==> config.mk <==
export PLATFORM = sky130hd
export DESIGN_NAME = dds_wave_gen
export DESIGN_NICKNAME = d
export VERILOG_FILES = /design/src/rtl/dds_wave_gen.sv
export SDC_FILE = /design/constraint.sdc
export NUM_CORES = 1
export LEC_CHECK = 0
export CAP_MARGIN = 20
export CORE_MARGIN = 10
export CORE_UTILIZATION = 58
export DETAILED_ROUTE_END_ITERATION = 10
export GPL_TIMING_DRIVEN = 0
export PLACE_DENSITY = 0.79
export SETUP_SLACK_MARGIN = 0.02
export SLEW_MARGIN = 20
export SYNTH_ARGS = -nofsm -noshare
export SYNTH_HDL_FRONTEND = slang
export SYNTH_SLANG_ARGS = --single-unit
==> constraint.sdc <==
create_clock -name clk -period 11.2 [get_ports clk]
set_clock_uncertainty 0.1 [all_clocks]
set_input_delay 1.68 -clock clk [delete_from_list [all_inputs] [get_ports clk]]
set_output_delay 1.68 -clock clk [all_outputs]
set_load 0.1 [all_outputs]
==> src/rtl/dds_wave_gen.sv <==
// Multi-mode DDS waveform source: phase accumulator with wrap-aligned tuning
// update, waveform shaper, saturating gain stage, offset-binary DAC output.
module dds_wave_gen #(
    parameter int unsigned ACC_W   = 24,
    parameter int unsigned OUT_W   = 14,
    parameter int unsigned PHASE_W = 8,
    parameter int unsigned AMP_W   = 8,
    parameter int unsigned DUTY_W  = 8
) (
    input  logic               clk,
    input  logic               rst_n,
    input  logic               en,
    input  logic               sync,
    input  logic [ACC_W-1:0]   freq,
    input  logic [PHASE_W-1:0] phase,
    input  logic               freq_ld,
    input  logic [1:0]         mode,
    input  logic [AMP_W-1:0]   amp,
    input  logic [DUTY_W-1:0]  duty,
    output logic [OUT_W-1:0]   dac_out,
    output logic               out_valid,
    output logic               wrap,
    output logic               upd_pend
);

    localparam int unsigned S_W   = OUT_W + 1;
    localparam int unsigned P_W   = S_W + AMP_W + 1;
    localparam int unsigned SH    = AMP_W - 1;
    localparam int unsigned PH_SH = ACC_W - PHASE_W;
    localparam int unsigned U_SH  = ACC_W - OUT_W;
    localparam int unsigned D_SH  = OUT_W - DUTY_W;

    localparam logic [OUT_W-1:0]        MID       = OUT_W'(2**(OUT_W-1));
    localparam logic signed [S_W-1:0]   MID_S     = S_W'(2**(OUT_W-1));
    localparam logic signed [S_W-1:0]   MID_M1_S  = S_W'(2**(OUT_W-1) - 1);
    localparam logic signed [S_W-1:0]   NEG_MID_S = -MID_S;
    localparam logic signed [P_W-1:0]   MID_P     = P_W'(2**(OUT_W-1));
    localparam logic signed [P_W-1:0]   MAX_P     = P_W'(2**OUT_W - 1);

    localparam logic [1:0] MODE_SAW_UP = 2'b00;
    localparam logic [1:0] MODE_SAW_DN = 2'b01;
    localparam logic [1:0] MODE_TRI    = 2'b10;

    // Stage 0 state
    logic [ACC_W-1:0]   acc_q, acc_d;
    logic [ACC_W-1:0]   freq_act_q, freq_act_d;
    logic [PHASE_W-1:0] phase_act_q, phase_act_d;
    logic [ACC_W-1:0]   freq_pend_q, freq_pend_d;
    logic [PHASE_W-1:0] phase_pend_q, phase_pend_d;
    logic               upd_pend_q, upd_pend_d;
    logic               wrap_q, wrap_d;

    // Pipeline state
    logic signed [S_W-1:0] s1_q, s1_d;
    logic                  valid1_q, valid1_d;
    logic signed [P_W-1:0] prod_q, prod_d;
    logic                  valid2_q, valid2_d;
    logic [OUT_W-1:0]      dac_out_q, dac_out_d;
    logic                  out_valid_q, out_valid_d;

    logic [ACC_W:0]        sum_c;
    logic                  apply_c;
    logic [ACC_W-1:0]      pw_c;
    logic [OUT_W-1:0]      u_c;
    logic [OUT_W-1:0]      tri_c;
    logic signed [P_W-1:0] y_c;
    logic signed [P_W-1:0] o_c;
    logic [OUT_W-1:0]      sat_c;

    assign sum_c = {1'b0, acc_q} + {1'b0, freq_act_q};

    // Accumulator, wrap pulse and shadowed tuning update
    always_comb begin
        acc_d        = acc_q;
        freq_act_d   = freq_act_q;
        phase_act_d  = phase_act_q;
        freq_pend_d  = freq_pend_q;
        phase_pend_d = phase_pend_q;
        upd_pend_d   = upd_pend_q;
        wrap_d       = sync | (en & sum_c[ACC_W]);
        apply_c      = wrap_d | ~en;

        if (sync) begin
            acc_d = '0;
        end else if (en) begin
            acc_d = sum_c[ACC_W-1:0];
        end

        if (freq_ld) begin
            freq_pend_d  = freq;
            phase_pend_d = phase;
        end

        // A load on an apply edge bypasses pending so active never lags a cycle
        if (apply_c) begin
            freq_act_d  = freq_ld ? freq  : freq_pend_q;
            phase_act_d = freq_ld ? phase : phase_pend_q;
            upd_pend_d  = 1'b0;
        end else if (freq_ld) begin
            upd_pend_d = 1'b1;
        end
    end

    // Stage 1: phase word and waveform shape
    always_comb begin
        pw_c     = acc_q + (ACC_W'(phase_act_q) << PH_SH);
        u_c      = OUT_W'(pw_c >> U_SH);
        tri_c    = u_c[OUT_W-1] ? ~{u_c[OUT_W-2:0], 1'b0} : {u_c[OUT_W-2:0], 1'b0};
        s1_d     = '0;
        valid1_d = en;
        case (mode)
            MODE_SAW_UP: s1_d = signed'({1'b0, u_c}) - MID_S;
            MODE_SAW_DN: s1_d = MID_M1_S - signed'({1'b0, u_c});
            MODE_TRI:    s1_d = signed'({1'b0, tri_c}) - MID_S;
            default:     s1_d = (u_c < (OUT_W'(duty) << D_SH)) ? MID_M1_S : NEG_MID_S;
        endcase
    end

    // Stage 2: full-width signed product with zero-extended gain
    always_comb begin
        prod_d   = P_W'(s1_q) * P_W'(signed'({1'b0, amp}));
        valid2_d = valid1_q;
    end

    // Stage 3: rescale, recentre on mid-scale and clamp to the DAC range
    always_comb begin
        y_c   = prod_q >>> SH;
        o_c   = y_c + MID_P;
        sat_c = o_c[OUT_W-1:0];
        if (o_c[P_W-1]) begin
            sat_c = '0;
        end else if (o_c > MAX_P) begin
            sat_c = '1;
        end
        dac_out_d   = valid2_q ? sat_c : MID;
        out_valid_d = valid2_q;
    end

    always_ff @(posedge clk or negedge rst_n) begin
        if (!rst_n) begin
            acc_q        <= '0;
            freq_act_q   <= '0;
            phase_act_q  <= '0;
            freq_pend_q  <= '0;
            phase_pend_q <= '0;
            upd_pend_q   <= 1'b0;
            wrap_q       <= 1'b0;
            s1_q         <= '0;
            valid1_q     <= 1'b0;
            prod_q       <= '0;
            valid2_q     <= 1'b0;
            dac_out_q    <= MID;
            out_valid_q  <= 1'b0;
        end else begin
            acc_q        <= acc_d;
            freq_act_q   <= freq_act_d;
            phase_act_q  <= phase_act_d;
            freq_pend_q  <= freq_pend_d;
            phase_pend_q <= phase_pend_d;
            upd_pend_q   <= upd_pend_d;
            wrap_q       <= wrap_d;
            s1_q         <= s1_d;
            valid1_q     <= valid1_d;
            prod_q       <= prod_d;
            valid2_q     <= valid2_d;
            dac_out_q    <= dac_out_d;
            out_valid_q  <= out_valid_d;
        end
    end

    assign dac_out   = dac_out_q;
    assign out_valid = out_valid_q;
    assign wrap      = wrap_q;
    assign upd_pend  = upd_pend_q;

endmodule

==> impl_table.tex, run 1 <==
\begin{tabular}{lr}
\hline
Metric & Value \\
\hline
\multicolumn{2}{l}{\textbf{Min path}} \\
Worst hold path type & register to register \\
Origin of the worst min-delay path & out\_valid\_d \\
Worst Hold Depth & 0 \\
Worst hold path endpoint & out\_valid \\
\multicolumn{2}{l}{\textbf{Global route}} \\
Pin count of the biggest net entering global routing & 104 \\
Initial antenna violation count & 0 \\
GRT Total Usage & 0.195 \\
Overflow left after global routing & 0 \\
Wire length of the first global-routing pass & 39000 um \\
Number of global-route vias before repair & 8216 \\
\multicolumn{2}{l}{\textbf{Yosys}} \\
Async SR Flop Fraction & 1.00 \\
Total nets after synthesis & 1314 \\
Synthesized netlist cell count & 1084 \\
Cell variety after synth & 55 \\
Post-synth EDFFs & 0 \\
Register bit count reported by yosys & 138 \\
Avg Synthesized Cell Area & 10.1 um\^{}2 \\
Count of yosys warnings during synthesis & 0 \\
Post-synthesis cell area & 11000 um\^{}2 \\
Post-synthesis sequential area ratio & 0.315 \\
Predominant post-synthesis flop cell & dfrtp\_1 \\
\multicolumn{2}{l}{\textbf{Worst setup path}} \\
Data arrival, critical path & 7030 ps \\
Source of the worst register-to-register timing path & s1\_q[5] \\
Worst Reg-to-Reg Cells & 16 \\
Slack of the worst reg-to-reg path & 6170 ps \\
Critical path class & input port to register \\
Crit start category & input port \\
Max Fanout on Critical Path & 10 \\
End of the worst register-to-register path & prod\_q[21] \\
Worst setup EP type & register \\
Critical Path RT & 11400 ps \\
\multicolumn{2}{l}{\textbf{Route}} \\
Routed vias/inst & 5.59 \\
Post-detailed-route DRC marker count & 0 \\
Number of nets with antenna violations after detailed routing & 0 \\
First-pass DRT Iterations & 5 \\
Final WL & 23200 um \\
Count of routing violations after the opening detailed-route iteration & 471 \\
Total number of vias & 7924 \\
Average wire per standard cell & 16.3 um \\
\multicolumn{2}{l}{\textbf{Clock network}} \\
Number of gates resized after cts & 0 \\
Clock Latency Late Sink & 430 ps \\
CTS tree & built \\
Clock-pin slew on the worst setup and hold paths & 60 ps \\
Root buffer cell & clkbuf\_16 \\
Setup bufs post-CTS & 0 \\
H-tree lvl count & 4 \\
Clock sinks & 138 \\
Hold-fix buffers at CTS & 0 \\
Inserted Clock Buffers & 17 \\
Max clock buf depth & 2 \\
\multicolumn{2}{l}{\textbf{Floorplan}} \\
Initial cell density of the core & 0.589 \\
Die H & 158 um \\
I/O pin total & 72 \\
Area of the core region & 18600 um\^{}2 \\
Number of placement rows & 50 \\
Floorplan die width & 158 um \\
Area enclosed by the die boundary & 24800 um\^{}2 \\
\multicolumn{2}{l}{\textbf{Timing}} \\
Setup TNS & 0 ps \\
Number of hold-slack violations in the final timing report & 0 \\
Final worst path period need & 6830 ps \\
Setup repair after global routing missed its margin & false \\
Upper clock frequency limit & 0.146 GHz \\
Share of the clock period used by the worst path after layout & 0.610 \\
Worst slew margin relative to its limit & 0.346 \\
Total count of max-transition violations in the final report & 0 \\
Final setup vio count & 0 \\
Actual transition at the worst max-transition pin & 978 ps \\
\multicolumn{2}{l}{\textbf{Final layout}} \\
Most used cells in the layout excluding fill and tap cells & 154 x inv\_1, 137 x dfrtp\_1, 93 x fa\_1, 90 x nand2\_1, 82 x ha\_1 \\
Fraction of layout cells with a size suffix above 1 & 0.0929 \\
Layout Area Growth over Synthesis & 14.2\% \\
Count of inserted antenna diode cells & 0 \\
Commonest non-fill, non-tap cell in the layout & inv\_1 \\
Final core utilization & 0.672 \\
Number of nets in the layout & 1401 \\
Non-Filler Instances & 1418 \\
Fill cell count & 1441 \\
\multicolumn{2}{l}{\textbf{Run}} \\
Max-cap violations & 0 \\
\multicolumn{2}{l}{\textbf{Placed design}} \\
\# placed instances & 1386 \\
Placer congestion estimate & 0.910 \\
Number of port buffers & 67 \\
HPWL after DPL & 18300 um \\
\multicolumn{2}{l}{\textbf{Outcome}} \\
Status & completed \\
\hline
\end{tabular}
## state kept, by name (all words and copies together), names as in the netlist, 8 cells and up
signal and cells:
phase_act_q 8, prod_q 17, freq_pend_q 24, acc_q 24, dac_out 14, freq_act_q 24
s1_q 14, phase_pend_q 8
## synth_stat cells (4+ instances only)
master	number	area, um^2
o21a_1	24	180
nand3_1	14	70.1
a22o_1	4	35.0
and2_1	52	325
nand4_1	7	43.8
a21o_1	23	173
inv_1	154	578
nand3b_1	6	45.0
fa_1	93	1860
o21ai_0	29	145
mux2_2	64	721
nand2b_1	5	31.3
o21bai_1	5	37.5
a21boi_0	4	30.0
clkbuf_1	27	101
xor2_1	10	87.6
o221ai_1	14	123
and3_1	6	37.5
nor3_1	15	75.1
nand2_1	90	338
a211oi_1	9	67.6
ha_1	82	1030
a21oi_1	54	270
buf_6	4	45.0
nor2b_1	7	43.8
mux2i_1	7	70.1
o211ai_1	6	45.0
dfrtp_1	137	3430
xnor2_1	50	438
nor2_1	37	139
## how the worst max path moves through the flow
stage | from | end | slack, ps | cells after the start
floorplan | amp[5] | prod_q[16] | 5300 | 17
global placement | rst_n | freq_pend_q[21] | 3000 | 1
detailed placement | amp[4] | prod_q[21] | 4040 | 18
CTS | amp[4] | prod_q[21] | 4460 | 18
global route | amp[4] | prod_q[21] | 3970 | 18
finish | amp[4] | prod_q[21] | 4370 | 18
## layout make-up
type	instances	area [um^2]	share of cell area
plain buffers	35	163	0.0130
multi-input cells	757	6790	0.541
clock inverters	13	116	0.00928
flip-flops and latches	138	3450	0.276
inverters	154	578	0.0461
repair buffers	68	703	0.0561
clock buffers	19	443	0.0353
well taps	234	293	0.0234
## critical path, cell delays in order
cell and delay (ps):
clkdlybuf4s50_1 650, clkbuf_1 410, nand2_1 140, fa_1 520
inv_1 50, fa_1 460, fa_1 540, inv_1 60
fa_1 530, inv_1 40, ha_1 370, a21oi_1 250
o21ai_0 110, a21oi_1 250, a21oi_1 230, o211ai_1 250
nand2_1 120, a311oi_1 360
## per-stage QoR
step | worst slack [ps] | instance area [um^2] | hold slack [ps]
after floorplan | 5300 | 11000 | 231
after global placement | 3000 | 11900 | 278
after detailed placement | 4040 | 12000 | 282
after CTS | 4460 | 12500 | 295
after global routing | 3970 | 12500 | 304
final | 4370 | 12500 | 293
## cell families after synthesis
family,Yosys count,share of synthesized area
compound gates,198,0.122
buf+inv,189,0.0675
mux,71,0.0720
fa+ha+maj,175,0.263
flops,138,0.315
simple gates,253,0.113
xor+xnor,60,0.0479
## per-layer routing
metal,global-route usage,share of wire,vias to the layer above
met5,0,0,-
met4,0.0548,0.020,0
met3,0.0393,0.038,31
met2,0.344,0.51,166
met1,0.237,0.43,3931
li1,-,-,3796
Power of run 1 is left out: the tool's default activity adds up to more than one toggle a clock period on the data nets, which glitch-free logic cannot reach.
==> inputs of run 2 (changes only) <==
--- a/config.mk
+++ b/config.mk
@@ -7,7 +7,7 @@
 export LEC_CHECK = 0
 export CAP_MARGIN = 20
 export CORE_MARGIN = 10
-export CORE_UTILIZATION = 58
+export CORE_UTILIZATION = 55
 export DETAILED_ROUTE_END_ITERATION = 10
 export GPL_TIMING_DRIVEN = 0
 export PLACE_DENSITY = 0.79
==> constraint.sdc (replaced) <==
create_clock -name clk -period 5.9 [get_ports clk]
set_clock_uncertainty 0.1 [all_clocks]
set_input_delay 0.885 -clock clk [delete_from_list [all_inputs] [get_ports clk]]
set_output_delay 0.885 -clock clk [all_outputs]
set_load 0.1 [all_outputs]
==> run 2 against run 1 <==
Net effect:
- via count grew 0.77%
- global-route usage is 0.74 points lower
- sequential share of layout area down 0.32 points
- critical path type unchanged
- highest routed layer unchanged
==> impl_table.tex, run 2 (synthesis results as in run 1) <==
\begin{tabular}{lr}
\hline
Metric & Value \\
\hline
\multicolumn{2}{l}{\textbf{Outcome}} \\
Status & completed \\
\multicolumn{2}{l}{\textbf{Route}} \\
Post-detailed-route DRC marker count & 0 (unchanged) \\
Final WL & 23400 um (+1.1\%) \\
Total number of vias & 7985 (+0.77\%) \\
Count of routing violations after the opening detailed-route iteration & 504 (+7.0\%) \\
Number of nets with antenna violations after detailed routing & 0 (unchanged) \\
Routed vias/inst & 5.50 (-1.6\%) \\
Average wire per standard cell & 16.1 um (-1.3\%) \\
First-pass DRT Iterations & 5 (unchanged) \\
\multicolumn{2}{l}{\textbf{Worst setup path}} \\
Largest stage delay on the critical path & 600 ps (-50 ps) \\
Max Fanout on Critical Path & 10 (unchanged) \\
Data arrival, critical path & 5960 ps (-1070 ps) \\
Worst setup EP type & register \\
Crit path buf inv count & 5 (unchanged) \\
Critical path class & input port to register \\
Most prevalent standard cell on the critical path & fa\_1 \\
Critical Path RT & 6120 ps (-5280 ps) \\
Dominant delay contributor by cell family on the critical path & adder cells \\
Slowest stage cell, crit path & clkdlybuf4s50\_1 \\
Crit start category & input port \\
Chain of cells forming the critical path & clkdlybuf4s50\_1 > buf\_2 > nand2\_1 > fa\_1 > inv\_1 > fa\_1 > fa\_1 > inv\_1 > fa\_1 > inv\_1 > ha\_1 > a21oi\_1 > a21oi\_1 > o31ai\_1 > a21oi\_2 > o211ai\_1 > nand2\_1 > a311oi\_1 \\
\multicolumn{2}{l}{\textbf{Min path}} \\
Worst hold path type & input port to asynchronous set/reset pin \\
\multicolumn{2}{l}{\textbf{Global route}} \\
Number of global-route vias before repair & 8490 (+3.3\%) \\
Overflow left after global routing & 0 (unchanged) \\
GRT Total Usage & 0.188 (-0.00739) \\
Pin count of the biggest net entering global routing & 104 (unchanged) \\
Wire length of the first global-routing pass & 40500 um (+3.9\%) \\
Initial antenna violation count & 0 (unchanged) \\
\multicolumn{2}{l}{\textbf{Timing}} \\
Final worst path period need & 5740 ps \\
Worst slew margin relative to its limit & 0.345 (-0.00115) \\
Actual transition at the worst max-transition pin & 980 ps (+1.72 ps) \\
Final setup vio count & 0 (unchanged) \\
Number of hold-slack violations in the final timing report & 0 (unchanged) \\
Setup TNS & 0 ps (unchanged) \\
Worst Setup Slack, final & 158 ps (-4210 ps) \\
Upper clock frequency limit & 0.174 GHz \\
Share of the clock period used by the worst path after layout & 0.973 \\
Total count of max-transition violations in the final report & 0 (unchanged) \\
\multicolumn{2}{l}{\textbf{Placed design}} \\
Number of port buffers & 67 (unchanged) \\
Placer congestion estimate & 0.874 (-3.9\%) \\
HPWL after DPL & 18200 um (-0.53\%) \\
Placement-stage worst setup slack & -514 ps (-4550 ps) \\
\multicolumn{2}{l}{\textbf{Clock network}} \\
Inserted Clock Buffers & 17 (unchanged) \\
Max clock buf depth & 2 (unchanged) \\
H-tree lvl count & 4 (unchanged) \\
Root buffer cell & clkbuf\_16 \\
Clock-pin slew on the worst setup and hold paths & 60 ps (about the same) \\
CTS tree & built \\
Clock Latency Late Sink & 430 ps (about the same) \\
Clock sinks & 138 (unchanged) \\
\multicolumn{2}{l}{\textbf{Final layout}} \\
Number of nets in the layout & 1403 (+0.14\%) \\
Commonest non-fill, non-tap cell in the layout & inv\_1 \\
Layout Area Growth over Synthesis & 15.5\% \\
Fill cell count & 1548 (+7.4\%) \\
Fraction of layout cells with a size suffix above 1 & 0.102 (+0.00912) \\
Top flop regs & acc\_q x24, freq\_act\_q x24, freq\_pend\_q x24 \\
Most used cells in the layout excluding fill and tap cells & 154 x inv\_1, 137 x dfrtp\_1, 93 x fa\_1, 90 x nand2\_1, 82 x ha\_1 \\
\multicolumn{2}{l}{\textbf{Floorplan}} \\
Die H & 161 um (+2.3\%) \\
I/O pin total & 72 (unchanged) \\
Floorplan die width & 161 um (+2.3\%) \\
Area enclosed by the die boundary & 26000 um\^{}2 (+4.8\%) \\
Number of placement rows & 51 (+2.0\%) \\
Area of the core region & 19500 um\^{}2 (+4.7\%) \\
Initial cell density of the core & 0.562 (-0.0266) \\
\multicolumn{2}{l}{\textbf{Run}} \\
Max-cap violations & 0 (unchanged) \\
\hline
\end{tabular}
## run 2: through the flow
stage	utilization	instance area [um^2]	hold WS [ps]	std cells
3_5_place_dp	0.615	12000	292	1417
2_1_floorplan	-	11000	231	1084
5_1_grt	0.649	12700	217	1451
4_1_cts	0.647	12600	214	1449
3_3_place_gp	0.614	12000	280	1416
6_report	0.649	12700	213	1452
## run 2: final timing paths
kind / from / to / slack, ps / cells past startpoint
setup / recovery: amp[0] / prod_q[21] / 160 / 18
hold / removal: rst_n / prod_q[20] / 210 / 1
setup reg to reg: s1_q[5] / prod_q[21] / 880 / 16
max in group asynchronous: rst_n / phase_pend_q[5] / 4710 / 2
min in group clk: valid1_q / out_valid_d / 290 / 0
hold reg to reg: valid1_q / out_valid_d / 290 / 0
## run 2: final cells by class
type | instances | area, um^2 | share of cell area
timing repair buffer | 70 | 726 | 0.0572
buffer | 35 | 180 | 0.0142
sequential | 138 | 3450 | 0.272
tap | 265 | 332 | 0.0261
antenna | 1 | 2.50 | 0.000197
inverter | 154 | 578 | 0.0456
multi-input combinational | 757 | 6800 | 0.536
clock inverter | 13 | 166 | 0.0131
clock buffer | 19 | 443 | 0.0349
## run 2: repair_timing
action                     CTS  global route
setup buffers                0             2
resized for setup            4            19
setup endpoints to repair    5             9
hold buffers                 0             0
## run 2: routing by layer
layer / GRT usage / vias to the layer above / wire (um)
met5: 0 / - / 0
met4: 0.0596 / 0 / 516
met3: 0.0427 / 40 / 1080
met2: 0.335 / 196 / 12200
met1: 0.218 / 3938 / 9670
li1: - / 3811 / -
Power of run 2 is left out for the same reason.
==> inputs of run 3 (changes only) <==
--- a/config.mk
+++ b/config.mk
@@ -6,11 +6,12 @@
 export NUM_CORES = 1
 export LEC_CHECK = 0
 export CAP_MARGIN = 20
-export CORE_MARGIN = 10
+export CORE_MARGIN = 8
 export CORE_UTILIZATION = 55
 export DETAILED_ROUTE_END_ITERATION = 10
 export GPL_TIMING_DRIVEN = 0
 export PLACE_DENSITY = 0.79
+export RECOVER_POWER = 100
 export SETUP_SLACK_MARGIN = 0.02
 export SLEW_MARGIN = 20
 export SYNTH_ARGS = -nofsm -noshare
==> run 3 against run 2 <==
Net effect:
- the run now ends with capacitance limit, slew limit left
- register-to-register slack better by 100 ps
- via count down 1.3%
- first-iteration DRC count shrank 19%
- critical path depth did not move
- critical endpoint unchanged
- highest routed layer unchanged
==> impl_table.tex, run 3 (synthesis results as in run 1) <==
\begin{tabular}{lr}
\hline
Metric & Value \\
\hline
\multicolumn{2}{l}{\textbf{Route}} \\
Average wire per standard cell & 15.7 um (-2.8\%) \\
Post-detailed-route DRC marker count & 0 (unchanged) \\
Number of nets with antenna violations after detailed routing & 0 (unchanged) \\
Total number of vias & 7883 (-1.3\%) \\
Count of routing violations after the opening detailed-route iteration & 409 (-19\%) \\
Routed vias/inst & 5.44 (-1.1\%) \\
Final WL & 22700 um (-3.0\%) \\
First-pass DRT Iterations & 5 (unchanged) \\
\multicolumn{2}{l}{\textbf{Final layout}} \\
Number of nets in the layout & 1401 (-0.14\%) \\
Top flop regs & acc\_q x24, freq\_act\_q x24, freq\_pend\_q x24 \\
Most used cells in the layout excluding fill and tap cells & 154 x inv\_1, 137 x dfrtp\_1, 93 x fa\_1, 91 x nand2\_1, 82 x ha\_1 \\
Commonest non-fill, non-tap cell in the layout & inv\_1 \\
Count of inserted antenna diode cells & 0 (-1) \\
Layout Area Growth over Synthesis & 14.5\% \\
Fraction of layout cells with a size suffix above 1 & 0.0726 (-0.0294) \\
\multicolumn{2}{l}{\textbf{Clock network}} \\
Clock Latency Late Sink & 430 ps (about the same) \\
Clock sinks & 138 (unchanged) \\
Setup bufs post-CTS & 0 (unchanged) \\
Clock-pin slew on the worst setup and hold paths & 60 ps (about the same) \\
Inserted Clock Buffers & 17 (unchanged) \\
Root buffer cell & clkbuf\_16 \\
Hold-fix buffers at CTS & 0 (unchanged) \\
CTS tree & built \\
Max clock buf depth & 2 (unchanged) \\
H-tree lvl count & 4 (unchanged) \\
\multicolumn{2}{l}{\textbf{Timing}} \\
Share of the clock period used by the worst path after layout & 0.976 (+0.00281) \\
Final worst path period need & 5760 ps (+16.6 ps) \\
Final setup vio count & 0 (unchanged) \\
Total count of max-transition violations in the final report & 141 (+141) \\
Hold WS & 283 ps (+70.8 ps) \\
Setup repair after global routing missed its margin & false \\
Upper clock frequency limit & 0.174 GHz (-0.29\%) \\
Actual transition at the worst max-transition pin & 2430 ps (+1450 ps) \\
Worst slew margin relative to its limit & -0.619 (-0.964) \\
Number of hold-slack violations in the final timing report & 0 (unchanged) \\
\multicolumn{2}{l}{\textbf{Outcome}} \\
Failing checks & capacitance limit, slew limit \\
Status & finished, violations left \\
\multicolumn{2}{l}{\textbf{Global route}} \\
Number of global-route vias before repair & 8047 (-5.2\%) \\
GRT Total Usage & 0.193 (+0.00531) \\
Initial antenna violation count & 0 (unchanged) \\
Pin count of the biggest net entering global routing & 105 (+0.96\%) \\
Wire length of the first global-routing pass & 38100 um (-5.8\%) \\
Overflow left after global routing & 0 (unchanged) \\
\multicolumn{2}{l}{\textbf{Worst setup path}} \\
Max Fanout on Critical Path & 10 (unchanged) \\
Critical path class & input port to register \\
Data arrival, critical path & 5980 ps (+20 ps) \\
Worst setup EP type & register \\
Critical Path RT & 6120 ps (about the same) \\
Crit start category & input port \\
\multicolumn{2}{l}{\textbf{Placed design}} \\
Placer congestion estimate & 0.917 (+4.9\%) \\
HPWL after DPL & 18100 um (-0.32\%) \\
Number of port buffers & 67 (unchanged) \\
\multicolumn{2}{l}{\textbf{Floorplan}} \\
Area of the core region & 19500 um\^{}2 (unchanged) \\
Floorplan die width & 157 um (-2.5\%) \\
Die H & 157 um (-2.5\%) \\
Area enclosed by the die boundary & 24700 um\^{}2 (-4.9\%) \\
I/O pin total & 72 (unchanged) \\
Number of placement rows & 51 (unchanged) \\
Initial cell density of the core & 0.562 (unchanged) \\
\multicolumn{2}{l}{\textbf{Run}} \\
Max-cap violations & 2 (+2) \\
\multicolumn{2}{l}{\textbf{Min path}} \\
Worst hold path type & register to register \\
\hline
\end{tabular}
==> run 3: changes by cell type in the layout (fill, tap and decap cells not counted), moves of 3 or more <==
cell	previous run	this run
mux2_1	0	26
mux2_2	64	38
dlygate4sd3_1	0	19
clkdlybuf4s50_1	63	47
clkbuf_1	22	29
clkbuf_2	1	6
buf_6	4	0
clkbuf_4	4	0
and2_0	0	3
and2_1	52	49
dlymetal6s2s_1	3	0
inv_8	0	3
==> run 3: stage by stage <==
step	cells	worst slack, ps	area (um^2)	utilization	TNS, ps
4_1_cts	1449	44.2	12600	0.646	0
6_report	1449	141	12600	0.644	0
3_5_place_dp	1417	-454	12000	0.615	-3180
2_1_floorplan	1084	797	11000	-	0
3_3_place_gp	1416	-1490	12000	0.614	-204590
5_1_grt	1449	18.5	12600	0.644	0
==> run 3: layout make-up <==
cell class              instances  area (um^2)
plain buffers                  35          139
well taps                     265          332
flip-flops and latches        138         3450
clock inverters                15          178
multi-input cells             757         6790
fillers                      1551         6960
inverters                     154          578
repair buffers                 68          669
clock buffers                  17          425
==> run 3: routing by layer <==
layer | up-vias | global-route usage | routed length (um)
met5 | - | 0 | 0
li1 | 3783 | - | -
met3 | 43 | 0.0398 | 836
met4 | 0 | 0.0766 | 676
met1 | 3898 | 0.231 | 9690
met2 | 159 | 0.335 | 11500
==> run 3: final timing paths <==
kind,slack (ps),start,cells after the start,endpoint
worst max-delay path,140,amp[2],18,prod_q[21]
worst max register to register,980,s1_q[13],17,prod_q[20]
worst min register to register,280,valid1_q,0,out_valid_d
worst min-delay path,280,valid1_q,0,out_valid_d
min in group asynchronous,810,rst_n,1,prod_q[20]
max in group asynchronous,1720,rst_n,2,phase_act_q[3]
==> run 3: worst max-delay path: stages <==
cell and delay (ps):
dlygate4sd3_1 680, clkbuf_2 270, nand2_1 110, fa_1 540, inv_1 50, fa_1 480
fa_1 490, inv_1 50, fa_1 530, inv_1 40, ha_1 380, a21oi_1 250
a21oi_1 130, o31ai_1 280, a21oi_2 130, o211ai_1 240, nand2_1 130, a311oi_1 310
==> run 3: repair_timing <==
item | in CTS | in global routing
gates resized for setup | 2 | 12
endpoints found under the setup margin | 4 | 8
gates cloned | 0 | 0
endpoints found under the hold margin | 0 | 0
Power of run 3 is left out for the same reason.
